<file path="src/rtl/bcd_digit_counter_if.sv">
// Control/status bundle for bcd_digit_counter.
// The down signal exists only when BCD_COUNTER_DOWN_EN is defined.
interface bcd_digit_counter_if;
    logic        en;
    logic        clr;
    logic        load;
    logic [15:0] load_val;
`ifdef BCD_COUNTER_DOWN_EN
    logic        down;
`endif
    logic [15:0] digits;
    logic        tick;
    logic        wrap;

    modport master (
        output en, clr, load, load_val,
`ifdef BCD_COUNTER_DOWN_EN
        output down,
`endif
        input  digits, tick, wrap
    );

    modport slave (
        input  en, clr, load, load_val,
`ifdef BCD_COUNTER_DOWN_EN
        input  down,
`endif
        output digits, tick, wrap
    );
endinterface

</file>
<file path="src/rtl/bcd_digit_counter.sv">
// Four-digit BCD counter (0000-9999) advanced by a programmable prescaler strobe.
// Define BCD_COUNTER_DOWN_EN to add the down input and the decrement path.
module bcd_digit_counter #(
    parameter int TICK_DIV = 50000000
) (
    input  logic                      i_clk,
    input  logic                      i_rst_n,
    bcd_digit_counter_if.slave        io_bus
);
    localparam int PW = $clog2(TICK_DIV);
    localparam logic [PW-1:0] P_LAST = PW'(TICK_DIV - 1);

    logic [PW-1:0] r_p;
    logic [15:0]   r_digits;
    logic          r_tick;
    logic          r_wrap;

    logic [15:0]   w_inc;
    logic          w_inc_wrap;
    logic [15:0]   w_load;

    // Ripple increment: a carry enters digit 0 and propagates through every 9.
    always_comb begin
        logic c;
        c     = 1'b1;
        w_inc = r_digits;
        for (int i = 0; i < 4; i++) begin
            if (c) begin
                if (r_digits[i*4 +: 4] == 4'd9) begin
                    w_inc[i*4 +: 4] = 4'd0;
                end else begin
                    w_inc[i*4 +: 4] = r_digits[i*4 +: 4] + 4'd1;
                    c = 1'b0;
                end
            end
        end
        w_inc_wrap = c;
    end

    always_comb begin
        w_load = '0;
        for (int i = 0; i < 4; i++)
            w_load[i*4 +: 4] = (io_bus.load_val[i*4 +: 4] > 4'd9) ? 4'd0 : io_bus.load_val[i*4 +: 4];
    end

`ifdef BCD_COUNTER_DOWN_EN
    logic [15:0] w_dec;
    logic        w_dec_wrap;

    always_comb begin
        logic b;
        b     = 1'b1;
        w_dec = r_digits;
        for (int i = 0; i < 4; i++) begin
            if (b) begin
                if (r_digits[i*4 +: 4] == 4'd0) begin
                    w_dec[i*4 +: 4] = 4'd9;
                end else begin
                    w_dec[i*4 +: 4] = r_digits[i*4 +: 4] - 4'd1;
                    b = 1'b0;
                end
            end
        end
        w_dec_wrap = b;
    end
`endif

    // NOTE: sequential state uses non-blocking assignments so every register
    // samples pre-edge values regardless of statement order.
    always_ff @(posedge i_clk or negedge i_rst_n) begin
        if (!i_rst_n) begin
            r_p      <= '0;
            r_digits <= '0;
            r_tick   <= 1'b0;
            r_wrap   <= 1'b0;
        end else if (io_bus.clr) begin
            r_p      <= '0;
            r_digits <= '0;
            r_tick   <= 1'b0;
            r_wrap   <= 1'b0;
        end else if (io_bus.load) begin
            r_p      <= '0;
            r_digits <= w_load;
            r_tick   <= 1'b0;
            r_wrap   <= 1'b0;
        end else if (io_bus.en && r_p == P_LAST) begin
            r_p    <= '0;
            r_tick <= 1'b1;
`ifdef BCD_COUNTER_DOWN_EN
            r_digits <= io_bus.down ? w_dec      : w_inc;
            r_wrap   <= io_bus.down ? w_dec_wrap : w_inc_wrap;
`else
            r_digits <= w_inc;
            r_wrap   <= w_inc_wrap;
`endif
        end else begin
            if (io_bus.en)
                r_p <= r_p + 1'b1;
            r_tick <= 1'b0;
            r_wrap <= 1'b0;
        end
    end

    assign io_bus.digits = r_digits;
    assign io_bus.tick   = r_tick;
    assign io_bus.wrap   = r_wrap;
endmodule

</file>
<file path="src/flat_wrapper.sv">
// flat-port wrapper written by rule: the top's interface ports become plain ports
module bcd_digit_counter_flat 
#(
    parameter int TICK_DIV = 50000000
)
  (i_clk, i_rst_n, io_bus_en, io_bus_clr, io_bus_load, io_bus_load_val, io_bus_digits, io_bus_tick, io_bus_wrap);
  bcd_digit_counter_if io_bus_i ();
  input  logic i_clk;
  input  logic i_rst_n;
  input wire logic [$bits(io_bus_i.en)-1:0] io_bus_en;
  input wire logic [$bits(io_bus_i.clr)-1:0] io_bus_clr;
  input wire logic [$bits(io_bus_i.load)-1:0] io_bus_load;
  input wire logic [$bits(io_bus_i.load_val)-1:0] io_bus_load_val;
  output wire logic [$bits(io_bus_i.digits)-1:0] io_bus_digits;
  output wire logic [$bits(io_bus_i.tick)-1:0] io_bus_tick;
  output wire logic [$bits(io_bus_i.wrap)-1:0] io_bus_wrap;
  assign io_bus_i.en = io_bus_en;
  assign io_bus_i.clr = io_bus_clr;
  assign io_bus_i.load = io_bus_load;
  assign io_bus_i.load_val = io_bus_load_val;
  assign io_bus_digits = io_bus_i.digits;
  assign io_bus_tick = io_bus_i.tick;
  assign io_bus_wrap = io_bus_i.wrap;
  bcd_digit_counter #(.TICK_DIV(TICK_DIV)) u_core (.i_clk(i_clk), .i_rst_n(i_rst_n), .io_bus(io_bus_i));
endmodule
</file>
<file path="config.mk">
export PLATFORM = sky130hd
export DESIGN_NAME = bcd_digit_counter_flat
export DESIGN_NICKNAME = d
export VERILOG_FILES = /design/src/rtl/bcd_digit_counter_if.sv /design/src/rtl/bcd_digit_counter.sv /design/src/flat_wrapper.sv
export SDC_FILE = /design/constraint.sdc
export NUM_CORES = 1
export LEC_CHECK = 0
export BUFFER_PORTS_ARGS = -buffer_cell sky130_fd_sc_hd__buf_2
export CORE_MARGIN = 2
export CORE_UTILIZATION = 38
export CTS_CLUSTER_DIAMETER = 60
export DETAILED_ROUTE_END_ITERATION = 16
export PLACE_DENSITY = 0.63
export SKIP_CTS_REPAIR_TIMING = 1
export SYNTH_ARGS = -nofsm -noshare
export SYNTH_HDL_FRONTEND = slang
export SYNTH_SLANG_ARGS = --single-unit
</file>
<file path="constraint.sdc">
create_clock -name i_clk -period 5.1 [get_ports i_clk]
set_clock_uncertainty 0.2 [all_clocks]
set_input_delay 0.51 -clock i_clk [delete_from_list [all_inputs] [get_ports i_clk]]
set_output_delay 0.51 -clock i_clk [all_outputs]
set_load 0.005 [all_outputs]
</file>
======== Word-level counts from Yosys, hierarchy flattened ========
Cells that the tools add are included.
operators by class
  order comparisons ....................... 4
  muxes and demuxes ....................... 31
  equal/unequal tests ..................... 5
  $add $sub $neg .......................... 5
  reduce and logical (&&, ||, !) cells .... 9
operators with widths
  operator               number
  $mux 26                4
  $mux 16                3
  $mux 4                 11
  $add 26x1->26 const B  1
  $eq 26x26->1 const B   1
  $add 4x1->4 const B    4
  $eq 4x4->1 const B     4
  $gt 4x4->1 const B     4
  $mux 1                 13
  $reduce_bool 3->1      4
  $reduce_and 2->1       3
  $reduce_bool 4->1      1
  $logic_and 1x1->1      1
storage, ports and cells
  output and inout port bits .............. 18
  logic and storage cells ................. 61
  register bits ........................... 44

======== Logic depth before layout (Yosys ltp) ========
Gate-level depths: netlist of run 1.
  depth in word-level cells ............... 8
  gate-level depth with buffers ........... 7

======== Worst setup path before layout of run 1 ========
Ideal clock, no wire load.
  kind .................................... reg-to-reg
  start point ............................. register u_core.r_p[0]
  end point ............................... register u_core.r_digits[0], in the netlist u_core.io_bus.digits[0]
  setup time .............................. 0.099 ns
  period minus slack after synthesis ...... 2.194 ns
  arrival time ............................ 1.895 ns
  data required time ...................... 4.801 ns
  buffers on the path ..................... 1
  setup slack ............................. 2.906 ns
  cell stages (with the launch flop) ...... 8
  path through ............................ dfrtp_1 ha_1 and4_1 nand4_4 or2_1 buf_6 or3_1 a311oi_1
between the ends
  word-level cells in the longest chain between the ends .. 3
RTL lines
  item                         line                     RTL
  from (decl)                  bcd_digit_counter.sv:13  logic [PW-1:0] r_p;
  from (signal assigned)       bcd_digit_counter.sv:98  r_p <= r_p + 1'b1;
  $eq 26x26->1                 bcd_digit_counter.sv:86  end else if (io_bus.en && r_p == P_LAST) begin
  $logic_and 1x1->1            bcd_digit_counter.sv:86
  $reduce_bool 3->1 (no line)  -
  to (signal assigned)         bcd_digit_counter.sv:83  r_digits <= w_load;
  to (signal assigned)         bcd_digit_counter.sv:93  r_digits <= w_inc;
  to (decl)                    bcd_digit_counter.sv:14  logic [15:0] r_digits;
No other way between the ends.
A chain may end at the register's enable or synchronous reset.

======== Worst setup path in the final report of run 1 ========
  start point ............................. register u_core.r_p[16]
  end point ............................... register u_core.r_digits[8], in the netlist u_core.io_bus.digits[8]
between the ends
  word-level cells in the longest chain between the ends .. 4
RTL lines
  item                         line
  $eq 26x26->1                 bcd_digit_counter.sv:86
  $logic_and 1x1->1            bcd_digit_counter.sv:86
  $reduce_bool 3->1 (no line)  -
  $reduce_and 2->1 (no line)   -
No other way between the ends.

==> results of run 1 <==
-- Yosys cell counts, types with 4 or more instances --
| library cell | n | share of area (%) |
|---|---|---|
| nand2_1 | 29 | 3.9 |
| xor2_1 | 10 | 3.1 |
| nand2b_1 | 5 | 1.1 |
| ha_1 | 10 | 4.4 |
| xnor2_1 | 9 | 2.8 |
| dfrtp_1 | 44 | 39 |
| nor2_1 | 41 | 5.4 |
| and4_1 | 5 | 1.6 |
| o21ai_0 | 17 | 3.0 |
| and3_1 | 5 | 1.1 |
| nor3b_1 | 4 | 1.1 |
| a21oi_1 | 14 | 2.5 |
| clkbuf_1 | 6 | 0.80 |
| nor3_1 | 12 | 2.1 |
| nand4_1 | 12 | 2.7 |
| nand3_1 | 14 | 2.5 |
| nand3b_1 | 6 | 1.6 |
| inv_1 | 10 | 1.3 |
-- area by class of cell --
type,instances,area [µm²]
tap,99,124
clock inverter,1,5.00
clock buffer,6,72.6
fill,743,4030
timing repair buffer,39,198
inverter,10,37.5
sequential,44,1100
multi-input combinational,256,1640
-- report_power, final --
| part | switching (mW) | leakage, nW | internal [mW] |
|---|---|---|---|
| combinational | 0.0468 | 0.717 | 0.0310 |
| clock | 0.121 | 0.0410 | 0.0934 |
| sequential | 0.0120 | 0.606 | 0.356 |
-- flip-flops by register name, indices dropped and copies added (netlist names) --
name / count
u_core.io_bus.digits: 16
u_core.io_bus.tick: 1
u_core.r_p: 26
u_core.io_bus.wrap: 1
-- per-stage QoR --
| step | util [%] | hold WS [ns] |
|---|---|---|
| after global placement | 43.0 | 0.319 |
| after CTS | 44.1 | 0.212 |
| after floorplan | - | 0.0144 |
| after global routing | 44.1 | 0.247 |
| final | 44.1 | 0.173 |
| after detailed placement | 43.0 | 0.330 |
-- worst max path at each step --
stage / from / end / slack [ns] / cells past startpoint
after floorplan: u_core.r_p[0]$_DFFE_PN0P_ / u_core.io_bus.digits[0]$_DFFE_PN0P_ / 2.91 / 7
after global placement: io_bus_load / u_core.io_bus.digits[10]$_DFFE_PN0P_ / 2.61 / 6
after detailed placement: io_bus_en / u_core.io_bus.digits[0]$_DFFE_PN0P_ / 2.54 / 6
after CTS: u_core.r_p[16]$_DFFE_PN0P_ / u_core.io_bus.digits[8]$_DFFE_PN0P_ / 2.65 / 5
after global routing: u_core.r_p[16]$_DFFE_PN0P_ / u_core.io_bus.digits[8]$_DFFE_PN0P_ / 2.34 / 5
final: u_core.r_p[16]$_DFFE_PN0P_ / u_core.io_bus.digits[8]$_DFFE_PN0P_ / 2.64 / 5
-- routing by layer --
layer | vias to the layer above | routed length, µm
li1 | 1252 | -
met1 | 1262 | 3390
met2 | 72 | 3230
met3 | 7 | 379
met4 | 0 | 96
met5 | - | 0
-- cells by family after synthesis --
group | after synthesis | share of synthesized area (%)
adder cells (fa/ha/maj) | 10 | 4.43
multiplexers | 3 | 1.11
AO/OA/AOI/OAI | 65 | 15.6
AND/OR/NAND/NOR | 159 | 31.1
XOR/XNOR | 19 | 5.89
flip-flops | 44 | 39.0
buffers and inverters | 19 | 2.84
==> results.toml, run 1 <==
[outcome]
status = "completed"

[synthesis]
async_flop_share_pct = 100
avgSynthCellArea_um2 = 8.85
yosys_register_bits = 44
syn_nets = 350
synth_edf_count = 0
syn_area_um2 = 2820
synthDistinctLibCells = 62
netlist_instances = 319
yosysSeqAreaShare_pct = 39.0
yosysWarnings = 0
synth_ff_type = "dfrtp_1"

[placed_design]
gp_congestion = 0.853
hpwl_um = 5200
place_area_um2 = 3100
place_inst = 448
pre_cts_ws_ns = 2.54
port_buffers = 38

[cells_and_area]
syn_to_final_growth_pct = 12.6
num_antenna_cells = 0
drive_above_1_share_pct = 16.3
post-route-cell-area_um2 = 3180
final_cell_mix = "dfrtp_1, nor2_1, buf_2"
final_common_cell = "dfrtp_1"
stdcell_count = 455
nNetsFinal = 387

[clock_tree]
root_buffer = "clkbuf_8"
path_clk_slew_ns = 0.08
clock_latency_ns = 0.30
cts_tree = "done"
htreeDepth = 2
cts_sinks = 44
numCtsBuffers = 5
cts_buffer_depth = 2

[setup_path]
required_ns = 5.10
reg2reg_from = "u_core.r_p[16]$_DFFE_PN0P_"
slowest_stage = "nor3_2"
timing.rr.end = "u_core.io_bus.digits[8]$_DFFE_PN0P_"
criticalPathCategory = "reg2reg"
arrival_ns = 2.45
path_max_fanout = 7
path_buf_inv = 0
ff2ff_setup_slack_ns = 2.64
start_kind = "flop"
path_cells = "nor4b_1 > nand4_1 > nor3_2 > a21oi_1 > a211o_1"
r2r_cells = 5
crit_path_max_incr_delay_ns = 0.47
crit_path_end_kind = "flop"
crit_family = "simple AND/OR/NAND/NOR gates"

[power_and_ir_drop]
ir_drop_v = 0.000111
p_leak_nw = 1.36
totalPowerFinal_uw = 660
powerDensity_nw_per_um2 = 207

[floorplan]
initial_core_util_pct = 39.1
core_area_um2 = 7210
dieArea_um2 = 8140
die_w_um = 90.2
chipHeight_um = 90.2
top_level_ports = 39
rows = 31

[worst_hold_path]
hp-class = "in2async"

[timing]
relSlewSlack_pct = 32.2
finalSetupTns_ns = 0
fin_crit_sh_pct = 48.2
maxSlewViolCount = 0
setup_violations = 0
hold_viol_final = 0
rsz0062_at_grt = "no"
timing.final.ws_setup_ns = 2.64
max_freq_mhz = 407
worst_pin_slew_ns = 1.02
layout_min_cycle_time_ns = 2.46

[routing]
wire_per_inst_um = 15.6
via_per_inst = 5.70
ant_nets = 0
drt_iter0_drc = 148
firstDrtPassIters = 4
vias = 2593
drt-total-wl_um = 7100
drc = 0

[global_routing]
grt_use_met3_pct = 3.44
grt_overflow = 0
grt_start_max_net_pins = 45
grt_util_met1_pct = 26.1
grt_pass1_vias = 2429
gr-usage-met2_pct = 27.6
grt.total_usage_pct = 18.1
globalRoute.busiestLayer = "met2"
grt_pass1_wl_um = 12000
antenna_found_initial = 0

[job]
maxCapViolCount = 0
Power figures use the tool's default switching activity.
==> inputs of run 2 (changes only) <==
--- a/config.mk
+++ b/config.mk
@@ -5,12 +5,13 @@
 export SDC_FILE = /design/constraint.sdc
 export NUM_CORES = 1
 export LEC_CHECK = 0
+export ABC_AREA = 1
 export BUFFER_PORTS_ARGS = -buffer_cell sky130_fd_sc_hd__buf_2
 export CORE_MARGIN = 2
 export CORE_UTILIZATION = 38
 export CTS_CLUSTER_DIAMETER = 60
 export DETAILED_ROUTE_END_ITERATION = 16
-export PLACE_DENSITY = 0.63
+export PLACE_DENSITY = 0.64
 export SKIP_CTS_REPAIR_TIMING = 1
 export SYNTH_ARGS = -nofsm -noshare
 export SYNTH_HDL_FRONTEND = slang
==> constraint.sdc (replaced) <==
create_clock -name i_clk -period 2.1 [get_ports i_clk]
set_clock_uncertainty 0.2 [all_clocks]
set_input_delay 0.21 -clock i_clk [delete_from_list [all_inputs] [get_ports i_clk]]
set_output_delay 0.21 -clock i_clk [all_outputs]
set_load 0.005 [all_outputs]
==> results.toml, run 2 <==
[outcome]
status = "completed"

[setup_path]
start_kind = "flop"
crit_start = "u_core.r_p[1]$_DFFE_PN0P_"
arrival_ns = 1.87
reg2reg_from = "u_core.r_p[1]$_DFFE_PN0P_"
required_ns = 2.09
criticalPathCategory = "reg2reg"
crit_path_end_kind = "flop"
path_max_fanout = 13

[timing]
setup_violations = 0
relSlewSlack_pct = 66.8
layout_min_cycle_time_ns = 1.88
fin_crit_sh_pct = 89.7
timing.final.ws_setup_ns = 0.216
worst_pin_slew_ns = 0.494
maxSlewViolCount = 0
hold_viol_final = 0
max_freq_mhz = 531

[placed_design]
hpwl_um = 5980
pre_cts_ws_ns = 0.161
gp_congestion = 0.899
port_buffers = 38
place_area_um2 = 3420
place_inst = 603

[synthesis]
synth.most_common_cell = "nand2_1"
syn_nets = 490
synth_edf_count = 0
async_flop_share_pct = 100
synth_top_area_share_pct = 35.9
syn_area_um2 = 3070
synth_ff_type = "dfrtp_1"
yosysWarnings = 0
synthDistinctLibCells = 29
yosysSeqAreaShare_pct = 35.9
avgSynthCellArea_um2 = 6.68
synthTopCellsByCount = "nand2_1, nor2_1, inv_1, dfrtp_1, nand3_1"
yosys-top-cells-area = "dfrtp_1, nand2_1, nor2_1, inv_1, nand3_1"
netlist_instances = 459
yosysTopAreaCell = "dfrtp_1"
yosys_register_bits = 44

[global_routing]
grt.total_usage_pct = 18.8
grt_pass1_vias = 2923
grt_overflow = 0
grt_pass1_wl_um = 13300
antenna_found_initial = 0
grt_start_max_net_pins = 45

[worst_hold_path]
worstHoldStart = "io_bus_load_val[10]"
hp-class = "in2reg"

[cells_and_area]
drive_above_1_share_pct = 13.7
final_common_cell = "nand2_1"
nNetsFinal = 540
final_cell_mix = "nand2_1, nor2_1, inv_1"
syn_to_final_growth_pct = 15.5
post-route-util_pct = 45.6
largest_register = "u_core.r_p"
largest_reg_flops = 26
multi_input_area_um2 = 1720
num_antenna_cells = 0
stdcell_count = 612
register_area_um2 = 1100
post-route-cell-area_um2 = 3540
fillCellCount = 811

[floorplan]
core_area_um2 = 7770
initial_core_util_pct = 39.5
dieArea_um2 = 8810
chipHeight_um = 93.8
top_level_ports = 39
rows = 32
die_w_um = 93.8

[routing]
drt_iter0_drc = 208
wl_met2_um = 3520
wire_per_inst_um = 12.6
drc = 0
drt-total-wl_um = 7720
ant_nets = 0
wl_met3_um = 361
via_per_inst = 5.01
met1_length_um = 3760
vias = 3066
firstDrtPassIters = 5
top_layer_used = "met4"

[clock_tree]
root_buffer = "clkbuf_8"
cts_buffer_depth = 2
path_clk_slew_ns = 0.09
htreeDepth = 2
clock_latency_ns = 0.30
cts_tree = "done"
numCtsBuffers = 5
cts_sinks = 44

[job]
maxCapViolCount = 0

[power_and_ir_drop]
ir_drop_v = 0.000292
p_leak_nw = 1.70
powerDensity_nw_per_um2 = 506
==> run 2: cell types whose count changed after synthesis, moves of 6 or more <==
cell,before,now
clkbuf_1,6,0
inv_1,10,56
nand2_1,29,137
nand3_1,14,36
nor2_1,41,73
o21ai_0,17,23
==> run 2: final timing paths <==
kind / endpoint / slack (ns) / cells after the start
max: u_core.io_bus.digits[12]$_DFFE_PN0P_ / 0.22 / 11
min: u_core.io_bus.digits[10]$_DFFE_PN0P_ / 0.05 / 3
max reg2reg: u_core.io_bus.digits[12]$_DFFE_PN0P_ / 0.22 / 11
min reg2reg: u_core.r_p[24]$_DFFE_PN0P_ / 0.34 / 2
max in group asynchronous: u_core.io_bus.digits[12]$_DFFE_PN0P_ / 1.27 / 3
min in group asynchronous: u_core.r_p[22]$_DFFE_PN0P_ / 0.20 / 3
==> run 2: per-layer routing <==
layer / GRT usage [%] / vias up
li1: - / 1565
met1: 27.4 / 1411
met2: 28.9 / 83
met3: 3.13 / 7
met5: 0 / -
met4: 5.19 / 0
==> run 2: cell families after synthesis <==
family                     count (synthesis)  synth area share [%]
xor gates and xnor gates                  11                  3.14
adders and majority gates                 10                  4.08
buffers and inverters                     63                  8.45
and+or+nand+nor                          282                  40.0
DFF                                       44                  35.9
AOI/OAI and AO/OA                         49                  8.40
==> run 2: where the power goes <==
group,switching [mW],internal [mW],leakage [nW]
clock,0.293,0.268,0.0445
sequential,0.0506,0.883,0.600
combinational,0.175,0.125,1.06
total,0.519,1.28,1.70
==> run 2: worst max-delay path, cell delays in order (launching register included) <==
cell	delay [ns]
dfrtp_1	0.42
ha_2	0.22
inv_1	0.07
nor2_4	0.13
nand2_1	0.08
inv_1	0.06
nand2_1	0.04
nor2_1	0.08
nor2_1	0.06
buf_4	0.18
o21ai_0	0.16
nand2_1	0.06
==> run 2: per-stage QoR <==
stage	hold slack [ns]	power, mW	TNS [ns]
2_1_floorplan	-0.286	1.10	0
3_3_place_gp	0.00345	1.24	0
3_5_place_dp	0.00820	1.25	0
4_1_cts	-0.329	1.82	0
5_1_grt	0.0656	1.90	-0.000784
6_report	0.0513	1.79	0
==> run 2: layout make-up <==
class | instances | area share, %
inverter | 58 | 6.14
sequential | 44 | 31.1
multi-input combinational | 352 | 48.6
tap | 102 | 3.60
timing repair buffer | 48 | 7.91
clock inverter | 1 | 0.212
clock buffer | 7 | 2.44
==> inputs of run 3 (changes only) <==
--- a/config.mk
+++ b/config.mk
@@ -7,7 +7,6 @@
 export LEC_CHECK = 0
 export ABC_AREA = 1
 export BUFFER_PORTS_ARGS = -buffer_cell sky130_fd_sc_hd__buf_2
-export CORE_MARGIN = 2
 export CORE_UTILIZATION = 38
 export CTS_CLUSTER_DIAMETER = 60
 export DETAILED_ROUTE_END_ITERATION = 16
==> results.toml, run 3 (synthesis results as in run 2) <==
[setup_path]
arrival_ns = 1.87
crit_start = "u_core.r_p[0]$_DFFE_PN0P_"
criticalPathCategory = "reg2reg"
ff2ff_setup_slack_ns = 0.22
path_max_fanout = 10
required_ns = 2.09
reg2reg_from = "u_core.r_p[0]$_DFFE_PN0P_"
start_kind = "flop"
timing.rr.end = "u_core.io_bus.digits[15]$_DFFE_PN0P_"
crit_path_end_kind = "flop"
crit_path_end = "u_core.io_bus.digits[15]$_DFFE_PN0P_"
r2r_cells = 11

[floorplan]
dieArea_um2 = 8430
rows = 32
top_level_ports = 39
core_area_um2 = 7770
initial_core_util_pct = 39.5
chipHeight_um = 91.8
die_w_um = 91.8

[cells_and_area]
stdcell_count = 614
final_common_cell = "nand2_1"
nNetsFinal = 542
largest_register = "u_core.r_p"
num_antenna_cells = 0
final_cell_mix = "nand2_1, nor2_1, inv_1"
drive_above_1_share_pct = 13.5
syn_to_final_growth_pct = 15.6
largest_reg_flops = 26
post-route-cell-area_um2 = 3540

[power_and_ir_drop]
powerDensity_nw_per_um2 = 505
ir_drop_v = 0.000221
p_leak_nw = 1.72

[global_routing]
antenna_found_initial = 0
grt_start_max_net_pins = 45
grt_overflow = 0
grt.total_usage_pct = 19.2
grt_pass1_vias = 2815
grt_pass1_wl_um = 13000

[timing]
fin_crit_sh_pct = 89.7
setup_violations = 0
worst_pin_slew_ns = 0.490
rsz0062_at_grt = "no"
max_freq_mhz = 531
finalSetupTns_ns = 0
timing.final.ws_setup_ns = 0.216
hold_viol_final = 0
maxSlewViolCount = 0
layout_min_cycle_time_ns = 1.88
relSlewSlack_pct = 67.1

[clock_tree]
htreeDepth = 2
cts_sinks = 44
clock_latency_ns = 0.30
path_clk_slew_ns = 0.08
cts_tree = "done"
numCtsBuffers = 5
cts_buffer_depth = 2
root_buffer = "clkbuf_8"

[routing]
firstDrtPassIters = 5
ant_nets = 0
via_per_inst = 5.03
wire_per_inst_um = 12.6
vias = 3086
drt_iter0_drc = 228
drc = 0
drt-total-wl_um = 7730

[worst_hold_path]
hold-path-cell-count = 3
hp-class = "in2reg"

[outcome]
status = "completed"

[job]
maxCapViolCount = 0

[placed_design]
gp_congestion = 0.917
place_area_um2 = 3420
port_buffers = 38
hpwl_um = 6010
pre_cts_ws_ns = 0.133
place_inst = 603
## run 3: metal layers
layer  vias up  global-route usage, %  share of wire (%)
met1      1448                   27.4                 50
li1       1567                      -                  -
met4         0                   4.17                1.2
met3         9                   3.32                3.0
met5         -                      0                  0
met2        62                   30.7                 46
## run 3: critical path: stages, from the launching register on
cell and delay (ns):
dfrtp_1 0.40, ha_1 0.20, inv_1 0.06, nor2_2 0.17, nand2_1 0.10, inv_1 0.06
nand2_1 0.04, nor2_1 0.08, nor2_1 0.06, buf_4 0.17, o21ai_0 0.17, nand2_1 0.07
## run 3: power breakdown
part           switching [mW]  total [mW]  leakage [nW]  internal (mW)
registers              0.0490       0.932         0.600          0.883
clock network           0.287       0.556        0.0455          0.269
logic                   0.175       0.302          1.07          0.127
total                   0.511        1.79          1.72           1.28
## run 3: per-stage QoR
step | utilization, % | hold WS [ns] | total power [mW]
after detailed placement | 44.1 | 0.0159 | 1.25
after global placement | 44.1 | 0.00356 | 1.24
after CTS | 45.2 | -0.313 | 1.80
after global routing | 45.6 | 0.0607 | 1.90
after floorplan | - | -0.286 | 1.10
final | 45.6 | 0.0379 | 1.79
## run 3: worst min path at each step
stage / slack, ns / startpoint / to
after floorplan: -0.29 / i_rst_n / u_core.io_bus.digits[0]$_DFFE_PN0P_
after global placement: 0.004 / i_rst_n / u_core.r_p[22]$_DFFE_PN0P_
after detailed placement: 0.02 / i_rst_n / u_core.r_p[1]$_DFFE_PN0P_
after CTS: -0.31 / i_rst_n / u_core.r_p[1]$_DFFE_PN0P_
after global routing: 0.06 / io_bus_en / u_core.r_p[21]$_DFFE_PN0P_
final: 0.04 / io_bus_load_val[10] / u_core.io_bus.digits[10]$_DFFE_PN0P_
## run 3: layout make-up
| cell class | count | area, µm² |
|---|---|---|
| Clock buffer | 8 | 90.1 |
| Fill cell | 833 | 4220 |
| Inverter | 58 | 218 |
| Multi-Input combinational cell | 352 | 1710 |
| Sequential cell | 44 | 1100 |
| Tap cell | 102 | 128 |
| Timing Repair Buffer | 50 | 295 |
